==> src/rtl/rni_rr_arb_ptr.sv <==
// rtl/rni_rr_arb_ptr.sv - round-robin arbiter with registered search pointer, stall hold and lock
module rni_rr_arb_ptr #(
  parameter int VEC_WIDTH = 4,
  parameter int PTR_MODE  = 0,
  parameter int LOCK_EN   = 1,
  localparam int IDX_W    = $clog2(VEC_WIDTH)
) (
  input  logic                 clk,
  input  logic                 rst,
  input  logic [VEC_WIDTH-1:0] req_vec,
  input  logic [VEC_WIDTH-1:0] req_mask,
  input  logic                 lock,
  input  logic                 gnt_ready,
  output logic                 gnt_valid,
  output logic [VEC_WIDTH-1:0] gnt_dec,
  output logic [IDX_W-1:0]     gnt_idx,
  output logic [VEC_WIDTH-1:0] ptr_dec
);

  typedef enum logic [1:0] {IDLE, HOLD, LOCK} state_t;

  state_t               state, state_nxt;
  logic [IDX_W-1:0]     held_idx, held_nxt;
  logic [VEC_WIDTH-1:0] ptr_nxt;

  logic [VEC_WIDTH-1:0] elig, elig_hi, sel;
  logic [IDX_W-1:0]     arb_idx;
  logic                 forced;
  logic                 valid;
  logic [IDX_W-1:0]     idx;
  logic [VEC_WIDTH-1:0] dec;

  // Upper half of the search: eligible bits at or above the pointer; else wrap to the full set.
  always_comb begin
    elig    = req_vec & ~req_mask;
    elig_hi = elig & ~(ptr_dec - VEC_WIDTH'(1));
    sel     = (|elig_hi) ? elig_hi : elig;
    arb_idx = '0;
    for (int i = VEC_WIDTH - 1; i >= 0; i--) begin
      if (sel[i]) arb_idx = IDX_W'(i);
    end
  end

  // A held or locked requester keeps the grant only while it still requests; the mask is ignored.
  always_comb begin
    forced = (state != IDLE) && req_vec[held_idx];
    valid  = forced || (|elig);
    if (forced)     idx = held_idx;
    else if (valid) idx = arb_idx;
    else            idx = '0;
    dec = valid ? (VEC_WIDTH'(1) << idx) : '0;
  end

  always_comb begin
    state_nxt = IDLE;
    held_nxt  = held_idx;
    ptr_nxt   = ptr_dec;
    if (valid && !gnt_ready) begin
      state_nxt = HOLD;
      held_nxt  = idx;
    end else if (valid && lock && (LOCK_EN != 0)) begin
      state_nxt = LOCK;
      held_nxt  = idx;
    end else if (valid) begin
      ptr_nxt = (PTR_MODE == 0) ? {dec[VEC_WIDTH-2:0], dec[VEC_WIDTH-1]} : dec;
    end
  end

  always_ff @(posedge clk) begin
    if (rst) begin
      state    <= IDLE;
      held_idx <= '0;
      ptr_dec  <= VEC_WIDTH'(1);
    end else begin
      state    <= state_nxt;
      held_idx <= held_nxt;
      ptr_dec  <= ptr_nxt;
    end
  end

  assign gnt_valid = valid;
  assign gnt_idx   = idx;
  assign gnt_dec   = dec;

endmodule

==> config.mk <==
export PLATFORM = sky130hd
export DESIGN_NAME = rni_rr_arb_ptr
export DESIGN_NICKNAME = d
export VERILOG_FILES = /design/src/rtl/rni_rr_arb_ptr.sv
export SDC_FILE = /design/constraint.sdc
export NUM_CORES = 1
export LEC_CHECK = 0
export ABC_CLOCK_PERIOD_IN_PS = 2800
export CAP_MARGIN = 40
export CORE_AREA = 4 4 50 52
export DETAILED_ROUTE_END_ITERATION = 7
export DIE_AREA = 0 0 54 56
export SLEW_MARGIN = 20
export SYNTH_ARGS = -nofsm -noshare
export SYNTH_HDL_FRONTEND = slang
export SYNTH_SLANG_ARGS = --single-unit
==> constraint.sdc <==
create_clock -name clk -period 2.8 [get_ports clk]
set_clock_uncertainty 0.2 [all_clocks]
set_input_delay 0.42 -clock clk [delete_from_list [all_inputs] [get_ports clk]]
set_output_delay 0.42 -clock clk [all_outputs]
set_load 0.02 [all_outputs]
After elaboration in Yosys (flattened, before gate mapping)
Index checks and enable logic that the tools add are counted.
{"block": "totals", "regBits": 8, "inputBits": 12, "output_inout_bits": 11, "word_cells": 38}
{"block": "op_classes", "addsub": 1, "n_lt_le_gt_ge": 1, "n_shift": 1, "muxes": 14, "n_bitwise": 6, "reduce_logical": 11}
{"operator": "2-to-1 mux 2 bit", "n": 9}
{"operator": "AND 4 bit", "n": 2}
{"operator": "2-to-1 mux 4 bit", "n": 2}
{"operator": "NOT 4 bit", "n": 2}
{"operator": "OR reduction 4 bit", "n": 2}
{"operator": "nonzero test 2 bit", "n": 2}
{"operator": "left shift 1 x 2 -> 4 bit, first input constant", "n": 1}
{"operator": "subtractor 4 x 1 -> 4 bit, second input constant", "n": 1}
{"operator": "logical AND 1 bit", "n": 3}
{"operator": "less-than comparator 2 x 3 -> 1 bit, second input constant", "n": 1}
{"operator": "AND reduction 3 bit", "n": 1}
{"operator": "binary-select mux 1 bit (select 2 bit)", "n": 1}
{"operator": "2-to-1 mux 1 bit", "n": 2}
{"operator": "NOT 1 bit", "n": 2}
{"operator": "OR reduction 2 bit", "n": 1}
{"operator": "zero test 1 bit", "n": 1}
{"operator": "logical OR 1 bit", "n": 1}

Depth between registers and ports, before layout
{"block": "logic_depth", "depth_word": 13, "depth_mapped": 8, "depth_no_buf": 8}

Worst setup path before layout
Ideal clock, no wire load.
{"block": "synth_path", "path_type": "register -> output", "startpoint": "register ptr_dec[0]", "endpoint": "output port gnt_dec[0]", "arrival_ns": 2.258, "slack_ns": -0.078, "path_stages_with_launch": 9, "path_buffers": 0, "path_cell_list": "dfxtp_1 -> inv_1 -> ha_1 -> xor2_1 -> nor2_1 -> o2111ai_1 -> a41oi_2 -> inv_2 -> nor3_1"}
{"block": "synth_between", "elab_chain_len": 13}
{"item": "from (decl)", "line_no": "17", "rtl": "output logic [VEC_WIDTH-1:0] ptr_dec"}
{"item": "from (signal assigned)", "line_no": "77", "rtl": "ptr_dec <= ptr_nxt;"}
{"item": "subtractor 4 x 1 -> 4 bit (*)", "line_no": "36", "rtl": "elig_hi = elig & ~(ptr_dec - VEC_WIDTH'(1));"}
{"item": "NOT 4 bit (*)", "line_no": "36"}
{"item": "AND 4 bit (*)", "line_no": "36"}
{"item": "OR reduction 4 bit", "line_no": "37", "rtl": "sel = (|elig_hi) ? elig_hi : elig;"}
{"item": "2-to-1 mux 4 bit (*)", "line_no": "37"}
{"item": "2-to-1 mux 2 bit (3 in a row)", "line_no": "40", "rtl": "if (sel[i]) arb_idx = IDX_W'(i);"}
{"item": "2-to-1 mux 2 bit (*)", "line_no": "40"}
{"item": "2-to-1 mux 2 bit (*)", "line_no": "49", "rtl": "else if (valid) idx = arb_idx;"}
{"item": "2-to-1 mux 2 bit (*)", "line_no": "48", "rtl": "if (forced) idx = held_idx;"}
{"item": "net gnt_idx[0]", "line_no": "16", "rtl": "output logic [IDX_W-1:0] gnt_idx,"}
{"item": "left shift 1 x 2 -> 4 bit (*)", "line_no": "51", "rtl": "dec = valid ? (VEC_WIDTH'(1) << idx) : '0;"}
{"item": "2-to-1 mux 4 bit (*)", "line_no": "51"}
{"item": "to (decl)", "line_no": "15", "rtl": "output logic [VEC_WIDTH-1:0] gnt_dec,"}
Mark *: on every way through the listed nets, which the timed path passes. The rest lies on a longest branch.

Worst setup path in the final report
{"block": "layout_path", "startpoint": "input port req_vec[2]", "endpoint": "output port gnt_dec[3]"}
{"block": "layout_between", "elab_chain_len": 12}
{"item": "from (decl)", "line_no": "10", "rtl": "input logic [VEC_WIDTH-1:0] req_vec,"}
{"item": "AND 4 bit", "line_no": "35", "rtl": "elig = req_vec & ~req_mask;"}
{"item": "AND 4 bit", "line_no": "36"}
{"item": "OR reduction 4 bit", "line_no": "37"}
{"item": "2-to-1 mux 4 bit", "line_no": "37"}
{"item": "2-to-1 mux 2 bit (4 in a row)", "line_no": "40"}
{"item": "2-to-1 mux 2 bit", "line_no": "49"}
{"item": "2-to-1 mux 2 bit", "line_no": "48"}
{"item": "left shift 1 x 2 -> 4 bit", "line_no": "51"}
{"item": "2-to-1 mux 4 bit (*)", "line_no": "51"}
Every way passes the cells marked *; elsewhere a longest branch is shown, timed or not. The select of a mux whose other input is x is not followed.

==> metrics.log <==
INFO  metric gr-total-overflow = 0
INFO  metric grt_use_total = between 10% and 20%
INFO  metric tritoncts = built
INFO  metric maxCapViolations = 0
INFO  metric grt_max_degree = 9
INFO  metric commonest_non_fill_non_tap_cell_in_the_layout = sky130_fd_sc_hd__buf_4
INFO  metric avgSynthCellArea = 7.76 um2
INFO  metric initialDrtViolationCount = 18
INFO  metric insertedDiodeCount = 0
INFO  metric via_count = about 740
INFO  metric post_synth_xor_area_fraction = ~1.5%
INFO  metric met2_length = between 800 and 900 um
INFO  metric drc = 0
INFO  metric share_of_synthesized_area_occupied_by_flip_flops_and_latches = between 20% and 30%
INFO  metric status = finished clean
INFO  metric initial_utilization = roughly 28%
INFO  metric depth_of_the_cts_h_tree = 1
INFO  metric min_path_type = flip-flop to flip-flop
INFO  metric clockRootBuffer = sky130_fd_sc_hd__clkbuf_4
INFO  metric ys.warnings.count = 0
INFO  metric rows = 17
INFO  metric core_region = ~0.0021 mm2
INFO  metric clk_latency = around 0.26 ns
INFO  metric finalWorstSetupSlack = 0.0644 ns
INFO  metric syn2layout_area_growth = 84.7%
INFO  metric fp.dieArea = just over 0.003 mm2
INFO  metric drive_above_1_share = between 30% and 40%
INFO  metric totalWireLength = 1900 um
INFO  metric top_layer = met4
INFO  metric whs = about 0.32 ns
INFO  metric power_density_over_cell_area = about 450 mW/mm2
INFO  metric grt_first_pass_wirelength = ~3100 um
INFO  metric finalPower = just under 500 uW
INFO  metric worstSetupStartpointType = input port
INFO  metric fin_crit = 2.74 ns
INFO  metric synth.top_cells.by_area = sky130_fd_sc_hd__dfxtp_1, sky130_fd_sc_hd__nor2_1, sky130_fd_sc_hd__nor2b_1, sky130_fd_sc_hd__nor3_1, sky130_fd_sc_hd__a211oi_1
INFO  metric timing.critical_path.required = approximately 2.2 ns
INFO  metric fin_nets = around 140
INFO  metric cts-root-to-sink-buffers = 2
INFO  metric cts-hold-fix-buffers = 0
INFO  metric post_layout_nonfiller_instances = around 150
INFO  metric gp_routability_congestion = a little under 0.8
INFO  metric netlist_instances = 75
INFO  metric setup_viol = 0
INFO  metric fp.dieH = around 56 um
INFO  metric cell_area_after_technology_mapping = around 580 um2
INFO  metric cts.sink_count = 8
INFO  metric yosysUniqueCellTypes = 33
INFO  metric dpl.hpwl = 1360 um
INFO  metric drv_slew = 0
INFO  metric portbufs = 22
INFO  metric worstPathArrival = about 2.1 ns
INFO  metric worst_setup_hold_path_clk_slew = approximately 0.05 ns
INFO  metric cellLeakagePower = ~0.50 nW
INFO  metric syn-num-nets = 88
INFO  metric fillCellCount = 202
INFO  metric post_synth_fa_ha_maj_area_fraction = ~2.2%
INFO  metric crit_path_max_fanout = 5
INFO  metric tritoncts.num_buffers = 3
INFO  metric drt_pre_antenna_iters = 4
INFO  metric met1_length = 834 um
INFO  metric die_w = about 54 um
INFO  metric grt_pass1_vias = 718
INFO  metric ios = 23
INFO  metric preCtsSetupSlack = -0.556 ns
INFO  metric viasPerCell = between 4 and 5
INFO  metric synth-compound-area-share = 24.9%
INFO  metric per_cell_routed_wire_length = between 10 and 15 um
INFO  metric yosys_register_bits = 8
INFO  metric max_freq = 0.366 GHz
INFO  metric worstSetupPathType = input port to output pin
INFO  metric grt_antenna_before_repair = 0
INFO  metric placed_cells = about 150
INFO  metric vdd.ir_drop.worst = between 200 and 250 uV
INFO  metric worst-slew-pin-transition = 0.378 ns
INFO  metric yosys.area.top_type_share = 27.5%
INFO  metric finalCritPeriodShare = a little over nine tenths
INFO  metric max_slew_margin = approximately three quarters
INFO  metric final_hold_viol_count = 0
INFO  metric layout.cells.most_common_list = sky130_fd_sc_hd__buf_4, sky130_fd_sc_hd__nor2_1, sky130_fd_sc_hd__dfxtp_1, sky130_fd_sc_hd__clkdlybuf4s50_1, sky130_fd_sc_hd__nand2_1
INFO  metric worstSetupEndpointType = output pin
INFO  metric route.antenna.remaining_nets = 0
INFO  metric synth_top_family_by_area = simple AND/OR/NAND/NOR gates
INFO  metric wl_met3 = approximately 150 um
INFO  metric synthSimpleGateAreaFrac = between 30 and 40%
INFO  metric muxShareOfSynthArea = under 10%
INFO  metric synth_largest_area_cell = sky130_fd_sc_hd__dfxtp_1
-- timing repair --
action | 4_1_cts | 5_1_grt
pin swaps | 2 | 5
setup buffers | 1 | 2
hold endpoints to repair | 0 | 0
setup endpoints to repair | 7 | 7
resized for setup | 42 | 9
-- logic make-up (layout without fill, tap and decap cells) --
logic type      after synthesis  count (layout)
fa+ha+maj                     1               1
flops                         8               8
xor+xnor                      1               1
mux                           2               2
compound gates               17              17
buf+inv                       7              55
simple gates                 39              39
-- area by class of cell --
cell class | instances | area (um2) | share of cell area [%]
Multi-Input combinational cell | 60 | 447 | 41.6
Timing Repair Buffer | 46 | 388 | 36.1
Sequential cell | 8 | 160 | 14.9
Tap cell | 28 | 35.0 | 3.26
Clock buffer | 3 | 22.5 | 2.10
Inverter | 6 | 22.5 | 2.10
-- critical path, stage by stage --
cell	delay (ns)
sky130_fd_sc_hd__dlygate4sd2_1	0.24
sky130_fd_sc_hd__nor2b_1	0.13
sky130_fd_sc_hd__or4_4	0.52
sky130_fd_sc_hd__and3_4	0.18
sky130_fd_sc_hd__a31oi_4	0.20
sky130_fd_sc_hd__buf_4	0.14
sky130_fd_sc_hd__buf_6	0.10
sky130_fd_sc_hd__nor2_1	0.04
sky130_fd_sc_hd__buf_2	0.15
-- state kept, by name, summed over array words and instances, names as in the netlist --
signal / flops
ptr_dec: 4
held_idx: 2
state: 2
-- metrics by stage --
stage / cell area [um2] / utilization, % / TNS (ns)
after floorplan: 587 / - / 0
after global placement: 996 / 47.3 / -3.06
after detailed placement: 996 / 47.3 / -3.07
after CTS: 1030 / 48.9 / 0
final: 1070 / 51.0 / 0
after global routing: 1070 / 51.0 / -0.0136
-- synthesized netlist by cell type --
master                      count
sky130_fd_sc_hd__or4_4          1
sky130_fd_sc_hd__dfxtp_1        8
sky130_fd_sc_hd__and2_1         2
sky130_fd_sc_hd__nand2_1        6
sky130_fd_sc_hd__nor2b_4        1
sky130_fd_sc_hd__a21oi_1        3
sky130_fd_sc_hd__o221ai_1       1
sky130_fd_sc_hd__o22ai_1        1
sky130_fd_sc_hd__o221a_1        1
sky130_fd_sc_hd__xor2_1         1
sky130_fd_sc_hd__nor3_1         5
sky130_fd_sc_hd__a41oi_2        1
sky130_fd_sc_hd__or2_2          1
sky130_fd_sc_hd__a31oi_4        1
sky130_fd_sc_hd__nand2b_1       2
sky130_fd_sc_hd__inv_2          2
sky130_fd_sc_hd__a211oi_1       3
sky130_fd_sc_hd__buf_1          1
sky130_fd_sc_hd__or4_1          1
sky130_fd_sc_hd__o21bai_1       1
sky130_fd_sc_hd__nand4_1        1
sky130_fd_sc_hd__nand3_1        2
sky130_fd_sc_hd__mux2i_1        2
sky130_fd_sc_hd__o21ai_0        1
sky130_fd_sc_hd__a31oi_1        1
sky130_fd_sc_hd__inv_1          4
sky130_fd_sc_hd__ha_1           1
sky130_fd_sc_hd__nor2b_1        4
sky130_fd_sc_hd__a211o_1        1
sky130_fd_sc_hd__and3_4         1
sky130_fd_sc_hd__o31ai_1        1
sky130_fd_sc_hd__o2111ai_1      1
sky130_fd_sc_hd__nor2_1        12
-- path summary, 6_finish.rpt --
path                                  start  cells past startpoint  slack, ns     endpoint
worst max-delay path             req_vec[2]                      9       0.06   gnt_dec[3]
worst min-delay path            held_idx[0]                      2       0.32  held_idx[0]
worst max register to register   ptr_dec[0]                      9       0.45   ptr_dec[2]
worst min register to register  held_idx[0]                      2       0.32  held_idx[0]
-- routing by layer --
layer	vias to the layer above	track usage (%)
met1	330	17.6
met2	39	20.8
met5	-	0
met3	5	2.14
li1	368	-
met4	0	6.41
-- where the power goes --
part | switching [mW] | leakage (nW) | total (mW) | internal (mW)
clock | 0.0397 | 0.0138 | 0.0888 | 0.0491
sequential | 0.00924 | 0.0657 | 0.134 | 0.125
combinational | 0.128 | 0.420 | 0.261 | 0.133
total | 0.177 | 0.499 | 0.483 | 0.306
(Power assumes the default switching activity.)
